==> config.mk <==
export PLATFORM = sky130hd
export DESIGN_NAME = serial_io_bridge
export DESIGN_NICKNAME = d
export VERILOG_FILES = /design/src/rtl/sio_pkg.sv /design/src/rtl/sio_shift_in.sv /design/src/rtl/serial_io_bridge.sv
export SDC_FILE = /design/constraint.sdc
export NUM_CORES = 1
export LEC_CHECK = 0
export CAP_MARGIN = 0
export CORE_ASPECT_RATIO = 0.7
export CORE_UTILIZATION = 45
export CTS_BUF_LIST = sky130_fd_sc_hd__clkbuf_8
export DETAILED_ROUTE_END_ITERATION = 12
export PLACE_DENSITY = 0.85
export RECOVER_POWER = 25
export SYNTH_ARGS = -nofsm -noshare
export SYNTH_HDL_FRONTEND = slang
export SYNTH_SLANG_ARGS = --single-unit
export TNS_END_PERCENT = 10
==> constraint.sdc <==
create_clock -name clk1 -period 2.1 [get_ports clk1]
set_clock_uncertainty 0.1 [all_clocks]
set_input_delay 0.42 -clock clk1 [delete_from_list [all_inputs] [get_ports clk1]]
set_output_delay 0.42 -clock clk1 [all_outputs]
set_load 0.1 [all_outputs]
==> src/rtl/sio_pkg.sv <==
// Shared lad mode encoding and FSM state enumeration for serial_io_bridge.
package sio_pkg;

    typedef enum logic [1:0] {
        LadIdle = 2'b00,
        LadAddr = 2'b01,
        LadData = 2'b10,
        LadRead = 2'b11
    } lad_e;

    typedef enum logic [2:0] {
        StIdle,
        StLoadA,
        StLoadD,
        StRdWait,
        StRdShift,
        StDone
    } sio_state_e;

endpackage

==> src/rtl/sio_shift_in.sv <==
// LSB-first serial shifter: accepts N bits, keeps the first W in data_o, then stops.
module sio_shift_in #(
    parameter int unsigned W    = 8,
    parameter int unsigned N    = W,
    parameter int unsigned CntW = $clog2(N + 1)
) (
    input  logic         clk_i,
    input  logic         rst_ni,
    input  logic         clr_i,
    input  logic         en_i,
    input  logic         sdi_i,
    output logic [W-1:0] data_o,
    output logic         last_o
);

    logic [CntW-1:0] cnt_q, cnt_d;
    logic [W-1:0]    data_q, data_d;
    logic            done;

    // Counter saturates at N so it can never wrap back into a shifting window.
    assign done = (cnt_q == CntW'(N));

    always_comb begin
        cnt_d  = cnt_q;
        data_d = data_q;
        if (clr_i) begin
            cnt_d = '0;
        end else if (en_i && !done) begin
            if (cnt_q < CntW'(W)) begin
                data_d = {sdi_i, data_q[W-1:1]};
            end
            cnt_d = cnt_q + CntW'(1);
        end
    end

    always_ff @(posedge clk_i or negedge rst_ni) begin
        if (!rst_ni) begin
            cnt_q  <= '0;
            data_q <= '0;
        end else begin
            cnt_q  <= cnt_d;
            data_q <= data_d;
        end
    end

    assign data_o = data_q;
    assign last_o = en_i && !clr_i && (cnt_q == CntW'(N - 1));

endmodule

==> src/rtl/serial_io_bridge.sv <==
// Serial address/data loader and register-file read serializer.
// Define SIO_PARITY_EN to add an even-parity bit to data loads and read-outs.
module serial_io_bridge
    import sio_pkg::*;
#(
    parameter int unsigned ADDR_W = 10,
    parameter int unsigned DATA_W = 64
) (
    input  logic              clk1,
    input  logic              rst,
    input  logic [1:0]        lad,
    input  logic              sdi,
    output logic [ADDR_W-1:0] addr_reg,
    output logic [DATA_W-1:0] din_reg,
    output logic              wr_en,
    output logic              rd_req,
    input  logic              rd_ack,
    input  logic [DATA_W-1:0] rd_data,
    output logic              sdo,
    output logic              sdo_valid,
    output logic              busy,
    output logic              err
);

    localparam int unsigned CntW  = $clog2(DATA_W + 2);
    localparam int unsigned ACntW = $clog2(ADDR_W + 2);
`ifdef SIO_PARITY_EN
    localparam int unsigned DataBits = DATA_W + 1;
`else
    localparam int unsigned DataBits = DATA_W;
`endif

    sio_state_e        state_q, state_d;
    lad_e              mode_q, mode_d;
    logic [DATA_W-1:0] cap_q, cap_d;
    logic [CntW-1:0]   rd_cnt_q, rd_cnt_d;
    logic              wr_en_q, wr_en_d;
    logic              err_q, err_d;
    logic              a_en, d_en, a_last, d_last, shift_clr;

    assign shift_clr = (state_q == StIdle);

    sio_shift_in #(
        .W    (ADDR_W),
        .N    (ADDR_W),
        .CntW (ACntW)
    ) u_addr_shift (
        .clk_i  (clk1),
        .rst_ni (rst),
        .clr_i  (shift_clr),
        .en_i   (a_en),
        .sdi_i  (sdi),
        .data_o (addr_reg),
        .last_o (a_last)
    );

    sio_shift_in #(
        .W    (DATA_W),
        .N    (DataBits),
        .CntW (CntW)
    ) u_data_shift (
        .clk_i  (clk1),
        .rst_ni (rst),
        .clr_i  (shift_clr),
        .en_i   (d_en),
        .sdi_i  (sdi),
        .data_o (din_reg),
        .last_o (d_last)
    );

    always_comb begin
        state_d  = state_q;
        mode_d   = mode_q;
        cap_d    = cap_q;
        rd_cnt_d = rd_cnt_q;
        wr_en_d  = 1'b0;
        err_d    = 1'b0;
        a_en     = 1'b0;
        d_en     = 1'b0;

        if (state_q == StIdle) begin
            rd_cnt_d = '0;
            mode_d   = lad_e'(lad);
            unique case (lad)
                LadIdle: state_d = StIdle;
                LadAddr: state_d = StLoadA;
                LadData: state_d = StLoadD;
                LadRead: state_d = StRdWait;
            endcase
        end else if (lad == LadIdle) begin
            state_d = StIdle;
        end else if (lad != mode_q) begin
            state_d = StIdle;
            err_d   = 1'b1;
        end else begin
            case (state_q)
                StLoadA: begin
                    a_en = 1'b1;
                    if (a_last) state_d = StDone;
                end
                StLoadD: begin
                    d_en = 1'b1;
                    if (d_last) begin
                        state_d = StDone;
`ifdef SIO_PARITY_EN
                        // Final bit is the even-parity bit; din_reg is already complete here.
                        if (sdi == ^din_reg) wr_en_d = 1'b1;
                        else                 err_d   = 1'b1;
`else
                        wr_en_d = 1'b1;
`endif
                    end
                end
                StRdWait: begin
                    if (rd_ack) begin
                        cap_d    = rd_data;
                        rd_cnt_d = '0;
                        state_d  = StRdShift;
                    end
                end
                StRdShift: begin
                    if (rd_cnt_q == CntW'(DataBits - 1)) state_d = StDone;
                    else                                 rd_cnt_d = rd_cnt_q + CntW'(1);
                end
                default: ;
            endcase
        end
    end

    always_ff @(posedge clk1 or negedge rst) begin
        if (!rst) begin
            state_q  <= StIdle;
            mode_q   <= LadIdle;
            cap_q    <= '0;
            rd_cnt_q <= '0;
            wr_en_q  <= 1'b0;
            err_q    <= 1'b0;
        end else begin
            state_q  <= state_d;
            mode_q   <= mode_d;
            cap_q    <= cap_d;
            rd_cnt_q <= rd_cnt_d;
            wr_en_q  <= wr_en_d;
            err_q    <= err_d;
        end
    end

    always_comb begin
        sdo       = 1'b0;
        sdo_valid = 1'b0;
        if (state_q == StRdShift) begin
            sdo_valid = 1'b1;
            sdo       = 1'(cap_q >> rd_cnt_q);
`ifdef SIO_PARITY_EN
            if (rd_cnt_q == CntW'(DATA_W)) sdo = ^cap_q;
`endif
        end
    end

    assign wr_en  = wr_en_q;
    assign err    = err_q;
    assign rd_req = (state_q == StRdWait);
    assign busy   = (state_q != StIdle);

endmodule

==> results.py, run 1 <==
metrics = {
    "sta": {
        "hold_viol": 0,
        "fin_crit_ns": 2.993,
        "timing.slew.headroom_pct": 35.85,
        "post-route-period-util_pct": 142.5,
        "layout_setup_ws_ns": -0.8926,
        "whs_ns": 0.3771,
        "drv_slew": 0,
        "finalSetupViolCount": 2,
        "max_freq_mhz": 334.2,
        "worstMarginPinSlew_ns": 0.9623,
        "rsz0062_at_grt": "true",
    },
    "pwr": {
        "ir_worst_vdd_mv": 0.9095,
        "p_leak_nw": 4.890,
        "p_per_area_nw_per_um2": 1015,
    },
    "hold_path": {
        "hold_path.class": "reg -> reg",
    },
    "critical_path": {
        "cp-start-kind": "flip-flop",
        "crit_required_ns": 1.58,
        "critPathKind": "reg -> out",
        "cp_max_fo": 4,
        "crit_arrival_ns": 2.47,
        "crit_path_end_kind": "primary output",
    },
    "routing": {
        "drtAntennaViolNets": 0,
        "drc": 0,
        "drtPass1Iterations": 8,
        "drt-vias-per-instance": 5.214,
        "route.met3.wl_mm": 1.529,
        "vias": 5584,
        "wl_met2_mm": 7.992,
        "highest_layer": "met4",
        "wirelength_mm": 17.33,
        "wire_per_inst_um": 16.18,
        "first_iter_violations": 282,
        "met1_length_mm": 7.616,
    },
    "die": {
        "io_pins": 150,
        "rows": 38,
        "coreArea_um2": 15690,
        "die_h_um": 108.5,
        "die_area_um2": 16730,
        "initial_utilization_pct": 46.50,
        "die_w_um": 154.2,
    },
    "yosys": {
        "ys_ff_latch": 163,
        "syn_area_um2": 7296,
        "syn_avg_cell_area_um2": 11.02,
        "syn_inst": 662,
        "async_flop_share_pct": 100.0,
        "synth_ff_type": "dfrtp_1",
        "synth_edf_count": 0,
        "synth_seq_area_share_pct": 55.91,
        "synth.distinct_cells": 57,
        "syn_nets": 738,
        "ys_warn_count": 0,
    },
    "finish": {
        "drive_gt1_share_pct": 31.80,
        "final_nets": 934,
        "multi_input_area_um2": 3043,
        "diodes": 0,
        "seq_area_um2": 4081,
        "syn_to_final_growth_pct": 33.84,
        "finish.utilization_pct": 62.23,
        "fillers": 1270,
    },
    "status": {
        "violations": "negative setup slack",
        "outcome": "complete, but fails checks",
    },
    "clocking": {
        "cts-htree-levels": 4,
        "clockBufferDepth": 2,
        "clkSlewWorstSetupHoldPaths_ns": 0.09,
        "cts.sinks": 163,
        "clock-root-buffer": "clkbuf_8",
        "tritoncts": "done",
        "clk_latency_ns": 0.45,
        "cts_buffers": 17,
    },
    "placement": {
        "globalplace.congestion": 0.8560,
        "place_ws_ns": -0.4423,
        "dp_hpwl_mm": 12.27,
        "portBuffers": 149,
    },
    "global_routing": {
        "grt_max_degree": 48,
        "grt.total_usage_pct": 21.58,
        "antenna_found_initial": 0,
        "first_global_vias": 5583,
        "grt_pass1_wl_mm": 28.08,
        "grt-ovfl-total": 0,
    },
    "flow_run": {
        "drv_cap": 0,
    },
}
==> routing by layer <==
metal	vias up	global-route usage (%)
li1	2643	-
met1	2743	28.14
met2	182	33.67
met3	16	8.257
met4	0	6.143
met5	-	0
==> final timing paths <==
check | endpoint | from | cells past startpoint | slack (ns)
max | sdo | rd_cnt_q[0] | 7 | -0.89
min | cap_q[24] | cap_q[24] | 2 | 0.38
max reg2reg | rd_cnt_q[4] | rd_cnt_q[1] | 9 | 0.09
min reg2reg | cap_q[24] | cap_q[24] | 2 | 0.38
max in group asynchronous | u_data_shift.data_o[29] | rst | 3 | 0.27
min in group asynchronous | cap_q[53] | rst | 2 | 0.55
==> synth_stat cells (5+ instances only) <==
master    count  area (µm²)
o21ai_0       7       35.03
mux2i_1      21       210.2
nor3_1        6       30.03
dfrtp_1     163        4079
a21oi_1       9       45.04
buf_2        19       95.09
mux2_1        8       90.09
nor2_1       14       52.55
nand3_1      14       70.07
mux2_2       68       765.7
mux4_2        8       180.2
inv_1        13       48.80
buf_6         7       78.83
nand2_1     212       795.8
nand4_1       5       31.28
clkbuf_1      9       33.78
ha_1          6       75.07
nor2b_1       5       31.28
==> cells by family (layout without fill, tap and decap cells) <==
logic type                 Yosys count  after routing  share of synthesized area [%]
adders and majority gates            6              6                          1.029
AOI/OAI and AO/OA                   49             49                          4.733
xor gates and xnor gates             4              4                         0.4801
DFF                                163            163                          55.91
and+or+nand+nor                    285            285                          17.10
muxes                              105            105                          17.08
buffers and inverters               50            259                          3.670
==> sequential cells by signal (all words and copies together) (netlist names) <==
| register | cells |
|---|---|
| state_q | 3 |
| cap_q | 64 |
| u_addr_shift.data_o | 10 |
| u_data_shift.data_o | 64 |
| rd_cnt_q | 7 |
| wr_en | 1 |
| mode_q | 2 |
| u_data_shift.cnt_q | 7 |
| err | 1 |
| u_addr_shift.cnt_q | 4 |
==> metrics by stage <==
step | instances | total power [mW] | cell area, µm² | setup TNS (ns)
after floorplan | 662 | 6.455 | 7400 | -2.888
after global placement | 1035 | 7.432 | 9274 | -50.49
after detailed placement | 1035 | 7.565 | 9274 | -57.31
after CTS | 1068 | 9.944 | 9698 | -1.041
after global routing | 1071 | 10.50 | 9764 | -1.376
final | 1071 | 9.915 | 9764 | -0.9537
==> cell usage in the layout, fill, tap and decap left out, drive strengths merged, types with 5 or more instances in the layout <==
| master | Yosys | final |
|---|---|---|
| nand2 | 212 | 212 |
| dfrtp | 163 | 163 |
| buf | 28 | 141 |
| mux2 | 76 | 76 |
| clkdlybuf4s50 | 0 | 68 |
| mux2i | 21 | 21 |
| clkbuf | 9 | 21 |
| inv | 13 | 21 |
| nand3 | 15 | 15 |
| nor2 | 15 | 15 |
| a21oi | 10 | 10 |
| mux4 | 8 | 8 |
| o21ai | 8 | 8 |
| ha | 6 | 6 |
| nand4 | 6 | 6 |
| nor3 | 6 | 6 |
| nor2b | 5 | 5 |
| a31oi | 5 | 5 |
==> worst max-delay path, cell delays in order, from the launching register on <==
cell	delay [ns]
dfrtp_2	0.43
buf_4	0.14
mux4_2	0.50
mux2_2	0.31
o311ai_4	0.21
buf_4	0.16
o32ai_4	0.09
buf_12	0.19
==> timing repair <==
| item | in CTS | in global routing |
|---|---|---|
| pin swaps | 0 | 4 |
| buffers inserted | 0 | 2 |
| gates resized for setup | 4 | 13 |
| endpoints found under the hold margin | 33 | 0 |
| endpoints found under the setup margin | 2 | 94 |
| hold buffers | 1 | 0 |
| cloned | 0 | 1 |
==> cell type report <==
cell class / instances / area share (%)
Inverter: 13 / 0.5510
Multi-Input combinational cell: 449 / 31.16
Sequential cell: 163 / 41.80
Clock inverter: 15 / 1.768
Tap cell: 200 / 2.563
Timing Repair Buffer: 214 / 19.76
Clock buffer: 17 / 2.396
==> power by group <==
group          switching, mW  internal, mW
Combinational           2.02          1.24
Sequential             0.441          3.87
Clock                   1.24          1.09
No activity file was read; power rests on OpenSTA's default activity.
==> inputs of run 2 (changes only) <==
--- a/config.mk
+++ b/config.mk
@@ -11,7 +11,6 @@
 export CTS_BUF_LIST = sky130_fd_sc_hd__clkbuf_8
 export DETAILED_ROUTE_END_ITERATION = 12
 export PLACE_DENSITY = 0.85
-export RECOVER_POWER = 25
 export SYNTH_ARGS = -nofsm -noshare
 export SYNTH_HDL_FRONTEND = slang
 export SYNTH_SLANG_ARGS = --single-unit
==> run 2 against run 1 <==
  * The flow still finishes with violations (negative setup slack)
  * Wire length about the same
  * Worst setup slack better by 0.0010 ns
  * Critical path type unchanged
  * Register-to-register slack about the same
  * Via count down 0.29%
  * Sequential cell count unchanged
  * Count of clock-buffer cells in the layout unchanged
  * Highest routed layer unchanged
  * Critical path depth unchanged
  * Maximum frequency about the same
  * Non-clock buffer count unchanged
  * Clock power about the same
  * Sequential power about the same
  * Global-route usage unchanged
==> results.py, run 2 (synthesis results as in run 1) <==
metrics = {
    "routing": {
        "wirelength_mm": 17.32,
        "vias": 5568,
        "drt-vias-per-instance": 5.199,
        "drtAntennaViolNets": 0,
        "wire_per_inst_um": 16.17,
        "drtPass1Iterations": 5,
        "first_iter_violations": 311,
        "drc": 0,
    },
    "critical_path": {
        "crit_arrival_ns": 2.47,
        "crit_path_end_kind": "primary output",
        "critPathKind": "reg -> out",
        "cp-start-kind": "flip-flop",
        "crit_required_ns": 1.58,
        "cp_max_fo": 4,
    },
    "status": {
        "outcome": "complete, but fails checks",
        "violations": "negative setup slack",
    },
    "pwr": {
        "p_leak_nw": 4.901,
        "p_comb_share_pct": 33.0,
        "clkPwrFrac_pct": 23.6,
        "switching_share_pct": 37.40,
        "pwr-share-seq_pct": 43.5,
        "ir_worst_vdd_mv": 0.9088,
        "power.switching_mw": 3.710,
        "p_per_area_nw_per_um2": 1013,
        "internal_power_mw": 6.210,
    },
    "sta": {
        "setup_tns_ns": -0.9545,
        "timing.slew.headroom_pct": 63.96,
        "post-route-period-util_pct": 142.5,
        "hold_viol": 0,
        "worstMarginPinSlew_ns": 0.5357,
        "whs_ns": 0.3383,
        "layout_setup_ws_ns": -0.8916,
        "max_freq_mhz": 334.3,
        "rsz0062_at_grt": "true",
        "fin_crit_ns": 2.992,
        "finalSetupViolCount": 2,
        "drv_slew": 0,
    },
    "global_routing": {
        "grt-ovfl-total": 0,
        "use_met1_pct": 28.14,
        "first_global_vias": 5583,
        "antenna_found_initial": 0,
        "grt_util_met3_pct": 8.257,
        "grt_max_degree": 48,
        "grt_pass1_wl_mm": 28.08,
        "grt_use_met2_pct": 33.67,
        "top_usage_layer": "met2",
        "grt.total_usage_pct": 21.58,
    },
    "die": {
        "initial_utilization_pct": 46.50,
        "die_w_um": 154.2,
        "io_pins": 150,
        "rows": 38,
        "die_h_um": 108.5,
        "coreArea_um2": 15690,
        "die_area_um2": 16730,
    },
    "finish": {
        "finish.utilization_pct": 62.39,
        "diodes": 0,
        "layout.cells.most_common": "nand2_1",
        "instances_no_fill": 1071,
        "final_nets": 934,
        "layout_common_cells": "nand2_1, dfrtp_1, buf_4",
        "syn_to_final_growth_pct": 34.18,
        "drive_gt1_share_pct": 31.92,
    },
    "flow_run": {
        "drv_cap": 0,
    },
    "clocking": {
        "cts-htree-levels": 4,
        "cts_buffers": 17,
        "cts.sinks": 163,
        "clockBufferDepth": 2,
        "tritoncts": "done",
        "clk_latency_ns": 0.45,
        "clock-root-buffer": "clkbuf_8",
        "clkSlewWorstSetupHoldPaths_ns": 0.09,
    },
    "placement": {
        "dp.cells": 1035,
        "globalplace.congestion": 0.8560,
        "place_ws_ns": -0.4423,
        "portBuffers": 149,
        "dp_hpwl_mm": 12.27,
    },
    "hold_path": {
        "hold_path.class": "in -> async",
    },
}
[run 2: final timing paths]
path	slack, ns	cells past startpoint	end	start
setup / recovery	-0.89	7	sdo	rd_cnt_q[0]
hold / removal	0.34	2	cap_q[53]	rst
setup reg to reg	0.08	9	rd_cnt_q[4]	rd_cnt_q[1]
hold reg to reg	0.38	2	cap_q[24]	cap_q[24]
max in group asynchronous	0.92	3	u_addr_shift.data_o[0]	rst
min in group clk1	0.38	2	cap_q[24]	cap_q[24]
[run 2: power by group through the flow]
| stage | Sequential, mW | Clock, mW | Combinational, mW |
|---|---|---|---|
| final | 4.31 | 2.34 | 3.27 |
| after global routing | 4.40 | 2.54 | 3.56 |
| after CTS | 4.31 | 2.40 | 3.24 |
| after detailed placement | 4.37 | 0 | 3.20 |
| after global placement | 4.32 | 0 | 3.11 |
| after floorplan | 4.85 | 0 | 1.61 |
[run 2: critical path, cell delays in order (launching register included)]
cell,delay (ns)
dfrtp_2,0.43
buf_4,0.14
mux4_2,0.50
mux2_2,0.31
o311ai_4,0.21
buf_4,0.16
o32ai_4,0.09
buf_12,0.19
[run 2: layout make-up]
cell class	count	area [µm²]
Clock buffer	17	234.0
Tap cell	200	250.2
Clock inverter	15	172.7
Fill cell	1268	5901
Multi-Input combinational cell	449	3043
Sequential cell	163	4081
Inverter	13	53.80
Timing Repair Buffer	214	1954
[run 2: routing by layer]
layer / wire length (µm) / share of wire, %
met5: 0 / 0
met2: 8003 / 46
met1: 7633 / 44
met4: 193 / 1.1
met3: 1489 / 8.6
[run 2: stage by stage]
stage / power [mW] / area, µm²
floorplan: 6.455 / 7400
global route: 10.50 / 9789
finish: 9.921 / 9789
CTS: 9.944 / 9698
detailed placement: 7.565 / 9274
global placement: 7.432 / 9274
[run 2: repair_timing]
item	in CTS	in global routing
gates cloned	0	1
hold buffers	1	0
buffers inserted	0	2
resized for setup	4	13
setup endpoints to repair	2	94
endpoints found under the hold margin	33	0
pin swaps	0	4
==> variant 1, RTL diff (config.mk and constraints of run 1) <==
Add a define of `SIO_PARITY_EN`.
--- a/src/rtl/serial_io_bridge.sv
+++ b/src/rtl/serial_io_bridge.sv
@@ -1,5 +1,7 @@
 // Serial address/data loader and register-file read serializer.
 // Define SIO_PARITY_EN to add an even-parity bit to data loads and read-outs.
+`define SIO_PARITY_EN
+
 module serial_io_bridge
     import sio_pkg::*;
 #(
Behaviour: no difference found for any inputs over 4 cycles, from zero or initial values and one cycle with rst low; that may be too few to reach the edited logic, so the function may still have changed.
==> variant 1 against run 1 <==
The flow still finishes with violations (negative setup slack); area after synthesis is 13% higher; total power grew 31%; synthesized cell count decreased by 7.1%; design area is 19% higher; worst setup slack got worse by 0.20 ns; cell count grew 3.1%; wire length grew 15%; sequential cell count is the same; critical path type unchanged.
==> variant 1: results (changes against run 1) <==
stage	metric	value	unit	change
clock_tree	cts_resized	24		+20
detailed_routing	drtIter0Drc	338		+20%
logic_synthesis	synth_cell_type_count	47		-18%
placement	routability_cong	0.826		-3.5%
detailed_routing	total_vias_in_the_final_route	5631		+0.84%
logic_synthesis	synth_area_per_cell	13.4	sq um	+21%
worst_setup_path	path_delay_family	compound AO/OA/AOI/OAI gates		
logic_synthesis	synth_sequential_area_ratio	49.6	%	-6.3 points
clock_tree	worst_setup_hold_path_clk_slew	0.09	ns	about the same
worst_setup_path	worstSetupEndpoint	sdo		
logic_synthesis	synthTopCellsByCount	163 x dfrtp_1, 111 x xnor2_1, 80 x mux2_2, 58 x mux2_1, 24 x xor2_1		
timing	fin_ws	-1.09	ns	-0.201 ns
hold_path	holdPathStages	1		-1
worst_setup_path	rrSetupSlack	-0.22	ns	-0.31 ns
detailed_routing	vias_per_cell	5.10		-2.2%
detailed_routing	drtPass1Iterations	5		-3
clock_tree	cts_post_setup_buffers_inserted	4		+4
worst_setup_path	crit_path_max_fanout	7		+3
timing	timing.setup.tns	-2.43	ns	-1.48 ns
timing	setup_violations	38		+36
worst_setup_path	cp-startpoint	rd_cnt_q[1]$_DFFE_PN0P_		
final_layout	post_route_cells_drive_above_1_share	48.5	%	+17 points
timing	relSlewSlack	14.9	%	-21 points
power	share_comb_of_total_power	48.0	%	+15 points
global_routing	grt_pass1_wl	31.8	mm	+13%
placement	placement.setup.worst_slack	-0.584	ns	-0.142 ns
worst_setup_path	regToRegEndpoint	state_q[0]$_DFFE_PN0P_		
final_layout	finalNetCount	938		+0.43%
power	irDropWorstVdd	1.01	mV	+11%
global_routing	pin_count_of_the_biggest_net_entering_global_routing	63		+31%
logic_synthesis	synth_top_cells_by_area	dfrtp_1 50%, xnor2_1 12%, mux2_2 11%, mux2_1 7.9%, mux4_2 4.4%		
detailed_routing	totalWireLength	20.0	mm	+15%
power	leakage	5.32	nW	+8.8%
final_layout	number_of_fillers_in_the_final_layout	1254		-1.3%
worst_setup_path	worst-endpoint-arrival	2.67	ns	+0.20 ns
power	design_power	13.0	mW	+31%
status	violated_checks	negative setup slack		
logic_synthesis	synthesis.nets	693		-6.1%
placement	postPlaceCellArea	10800	sq um	+17%
status	outcome	complete, but fails checks		
global_routing	grt_pass1_vias	5821		+4.3%
placement	place.detailed.hpwl	14.4	mm	+17%
power	pwr.group.clock	2.54	mW	+8.5%
power	net-switching-power	4.90	mW	+32%
## variant 1: cell types whose count changed in the layout (fill, tap and decap cells not counted), sizes merged, moves of 7 or more
cell / change
buf: +34
mux2: +62
mux2i: -18
mux4: +8
nand2: -188
nand3: -11
nor2: +7
xnor2: +107
xor2: +24
## variant 1: layout make-up
cell class / instances / area (sq um) / share of cell area (%)
clock inverters: 15 / 204 / 1.75
repair buffers: 247 / 2430 / 20.9
clock buffers: 17 / 234 / 2.01
inverters: 10 / 47.5 / 0.408
flip-flops and latches: 163 / 4210 / 36.1
multi-input cells: 421 / 4240 / 36.4
well taps: 231 / 289 / 2.48
## variant 1: worst min path at each step
stage | from | endpoint | slack [ns]
2_1_floorplan | rst | cap_q[0]$_DFFE_PN0P_ | 0.02
3_3_place_gp | rst | u_data_shift.data_o[0]$_DFFE_PN0P_ | 0.19
3_5_place_dp | rst | u_data_shift.data_o[59]$_DFFE_PN0P_ | 0.19
4_1_cts | rst | u_data_shift.data_o[49]$_DFFE_PN0P_ | 0.25
5_1_grt | u_addr_shift.data_o[0]$_DFFE_PN0P_ | u_addr_shift.data_o[0]$_DFFE_PN0P_ | 0.43
6_report | u_addr_shift.data_o[0]$_DFFE_PN0P_ | u_addr_shift.data_o[0]$_DFFE_PN0P_ | 0.42
## variant 1: per-layer routing
layer | GRT usage [%] | share of wire (%) | vias to the layer above
li1 | - | - | 2639
met1 | 32.8 | 47 | 2853
met2 | 33.8 | 47 | 131
met3 | 4.87 | 5.4 | 8
met4 | 4.51 | 0.58 | 0
met5 | 0 | 0 | -
## variant 1: kinds of logic after synthesis
family	after synthesis	synth area share, %
compound gates	41	3.47
flops	163	49.6
mux	157	23.7
fa+ha+maj	8	1.22
simple gates	79	5.06
xor+xnor	136	14.7
buf+inv	31	2.28
==> variant 2, RTL diff (flow settings as in run 1) <==
Made on the original files. Put one more register stage on the output `err`, with the module's reset. The value now appears one clock later. The other outputs are not delayed to match.
--- a/src/rtl/serial_io_bridge.sv
+++ b/src/rtl/serial_io_bridge.sv
@@ -158,7 +158,13 @@
     end
 
     assign wr_en  = wr_en_q;
-    assign err    = err_q;
+    always_ff @(posedge clk1 or negedge rst) begin
+        if (!rst) begin
+            err <= '0;
+        end else begin
+            err <= err_q;
+        end
+    end
     assign rd_req = (state_q == StRdWait);
     assign busy   = (state_q != StIdle);
 
Formal check against the unedited RTL: not equivalent (Yosys sat finds a counterexample within 4 cycles, from zero or initial values and one cycle with rst low).
==> variant 2 against run 1 <==
Sequential share of layout area fell by 2.3 points; the run ends with design-rule violations, negative setup slack left; total power increased by 1.2%; wire length increased by 5.2%; via count is 11% lower; first-iteration DRC count is 5.3% lower; sequential power down 3%; worst setup slack worse by 0.14 ns; fmax decreased by 4.4%; sequential cell count rose by 1; area after synthesis fell by 2.3%; design area rose by 6.6%; highest routed layer unchanged.
==> variant 2: results (changes against run 1) <==
stage	metric	value	unit	change
global_routing	grt_pass1_wl	28.3	mm	+0.96%
logic_synthesis	synth_cell_type_count	53		-7.0%
global_routing	track_usage	22.5	%	+0.95 points
worst_setup_path	regToRegEndpoint	u_data_shift.data_o[63]$_DFFE_PN0P_		
final_layout	number_of_fillers_in_the_final_layout	1057		-17%
detailed_routing	drc	1		+1
timing	fin_ws	-1.03	ns	-0.139 ns
detailed_routing	vias_per_cell	5.39		+3.3%
timing	setup_violations	76		+74
timing	whs	0.274	ns	-0.103 ns
logic_synthesis	synth_xor_area_share	0.614	%	+0.13 points
global_routing	pin_count_of_the_biggest_net_entering_global_routing	42		-13%
final_layout	finalNetCount	789		-16%
worst_setup_path	ff2ff_path_depth	7		-2
power	leakage	4.92	nW	+0.70%
hold_path	whs_endpoint	err$_DFF_PN0_		
worst_setup_path	rr_startpoint	mode_q[0]$_DFFE_PN0P_		
timing	relSlewSlack	27.5	%	-8.4 points
status	outcome	complete, but fails checks		
status	violated_checks	design-rule violations, negative setup slack		
placement	postPlaceCellArea	9180	sq um	-0.98%
placement	routability_cong	0.835		-2.4%
placement	placement.setup.worst_slack	-0.741	ns	-0.298 ns
global_routing	grt_pass1_vias	5343		-4.3%
final_layout	post_route_cells_drive_above_1_share	51.0	%	+19 points
logic_synthesis	post_synth_mux_area_share	28.1	%	+11 points
logic_synthesis	synthesis.nets	570		-23%
worst_setup_path	rrSetupSlack	-0.26	ns	-0.35 ns
logic_synthesis	synth_sequential_area_ratio	57.6	%	+1.7 points
logic_synthesis	synth-adder-area-share	1.05	%	+0.024 points
worst_setup_path	crit_path_max_fanout	5		+1
worst_setup_path	max_stage_delay_on_crit_path	0.47	ns	-0.03 ns
[variant 2: cell types whose count changed after synthesis, moves of 5 or more]
cell	change
mux2i_1	-13
mux4_2	+8
nand2_1	-192
buf_2	-12
o21ai_0	+5
mux2_2	+66
[variant 2: cell families after synthesis]
kind of cell | after synthesis
compound gates | 38
xor+xnor | 5
fa+ha+maj | 6
buf+inv | 36
flops | 164
mux | 163
simple gates | 82
[variant 2: metrics by stage]
stage                     TNS (ns)  total power, mW  util (%)  std cells
after floorplan             -22.33             6.09         -        494
after global placement      -82.05             6.98      59.2        872
after detailed placement    -88.11             7.15      59.2        872
after CTS                   -13.22             9.76      65.1        922
after global routing        -25.64             10.5      67.2        926
final                       -14.62             10.0      67.2        926
[variant 2: what timing repair did]
item	CTS	global route
setup endpoints to repair	135	137
gates resized for setup	75	78
endpoints found under the hold margin	35	0
cloned	5	2
hold buffers	1	0
setup buffers	12	3
pin swaps	10	2
[variant 2: how the worst max path moves through the flow]
stage                                 start                                  end  depth (start not counted)
finish              rd_cnt_q[0]$_DFFE_PN0P_                                  sdo                          8
global placement                     lad[0]   u_data_shift.data_o[4]$_DFFE_PN0P_                          7
detailed placement                   lad[0]  u_data_shift.data_o[33]$_DFFE_PN0P_                          7
CTS                 rd_cnt_q[0]$_DFFE_PN0P_                                  sdo                          7
global route        rd_cnt_q[0]$_DFFE_PN0P_                                  sdo                          8
floorplan           rd_cnt_q[0]$_DFFE_PN0P_                                  sdo                          5
[variant 2: power groups by stage]
| stage | sequential (mW) | clock, mW | combinational (mW) |
|---|---|---|---|
| floorplan | 4.57 | 0 | 1.52 |
| global placement | 4.14 | 0 | 2.83 |
| detailed placement | 4.21 | 0 | 2.94 |
| CTS | 4.17 | 2.37 | 3.23 |
| global route | 4.27 | 2.51 | 3.72 |
| finish | 4.19 | 2.31 | 3.53 |
[variant 2: worst register-to-register path, stage by stage (launching register included)]
cell,delay [ns]
dfrtp_1,0.43
xor2_2,0.16
o22a_1,0.24
or3_4,0.37
nor3_4,0.22
buf_6,0.19
clkbuf_16,0.19
mux2_1,0.32
[variant 2: area by class of cell]
type | instances | area [sq um] | share of cell area (%)
Clock buffer | 18 | 248 | 2.38
Multi-Input combinational cell | 294 | 3370 | 32.4
Sequential cell | 164 | 4110 | 39.5
Clock inverter | 14 | 151 | 1.45
Tap cell | 200 | 250 | 2.40
Timing Repair Buffer | 224 | 2220 | 21.3
Inverter | 12 | 61.3 | 0.589
[variant 2: routing by layer]
metal  up-vias  GRT usage [%]  share of wire (%)
met3        17           5.43                4.4
met5         -              0                  0
met2       140           36.2                 48
met1      2584           30.4                 46
met4         0           7.14                1.0
li1       2246              -                  -
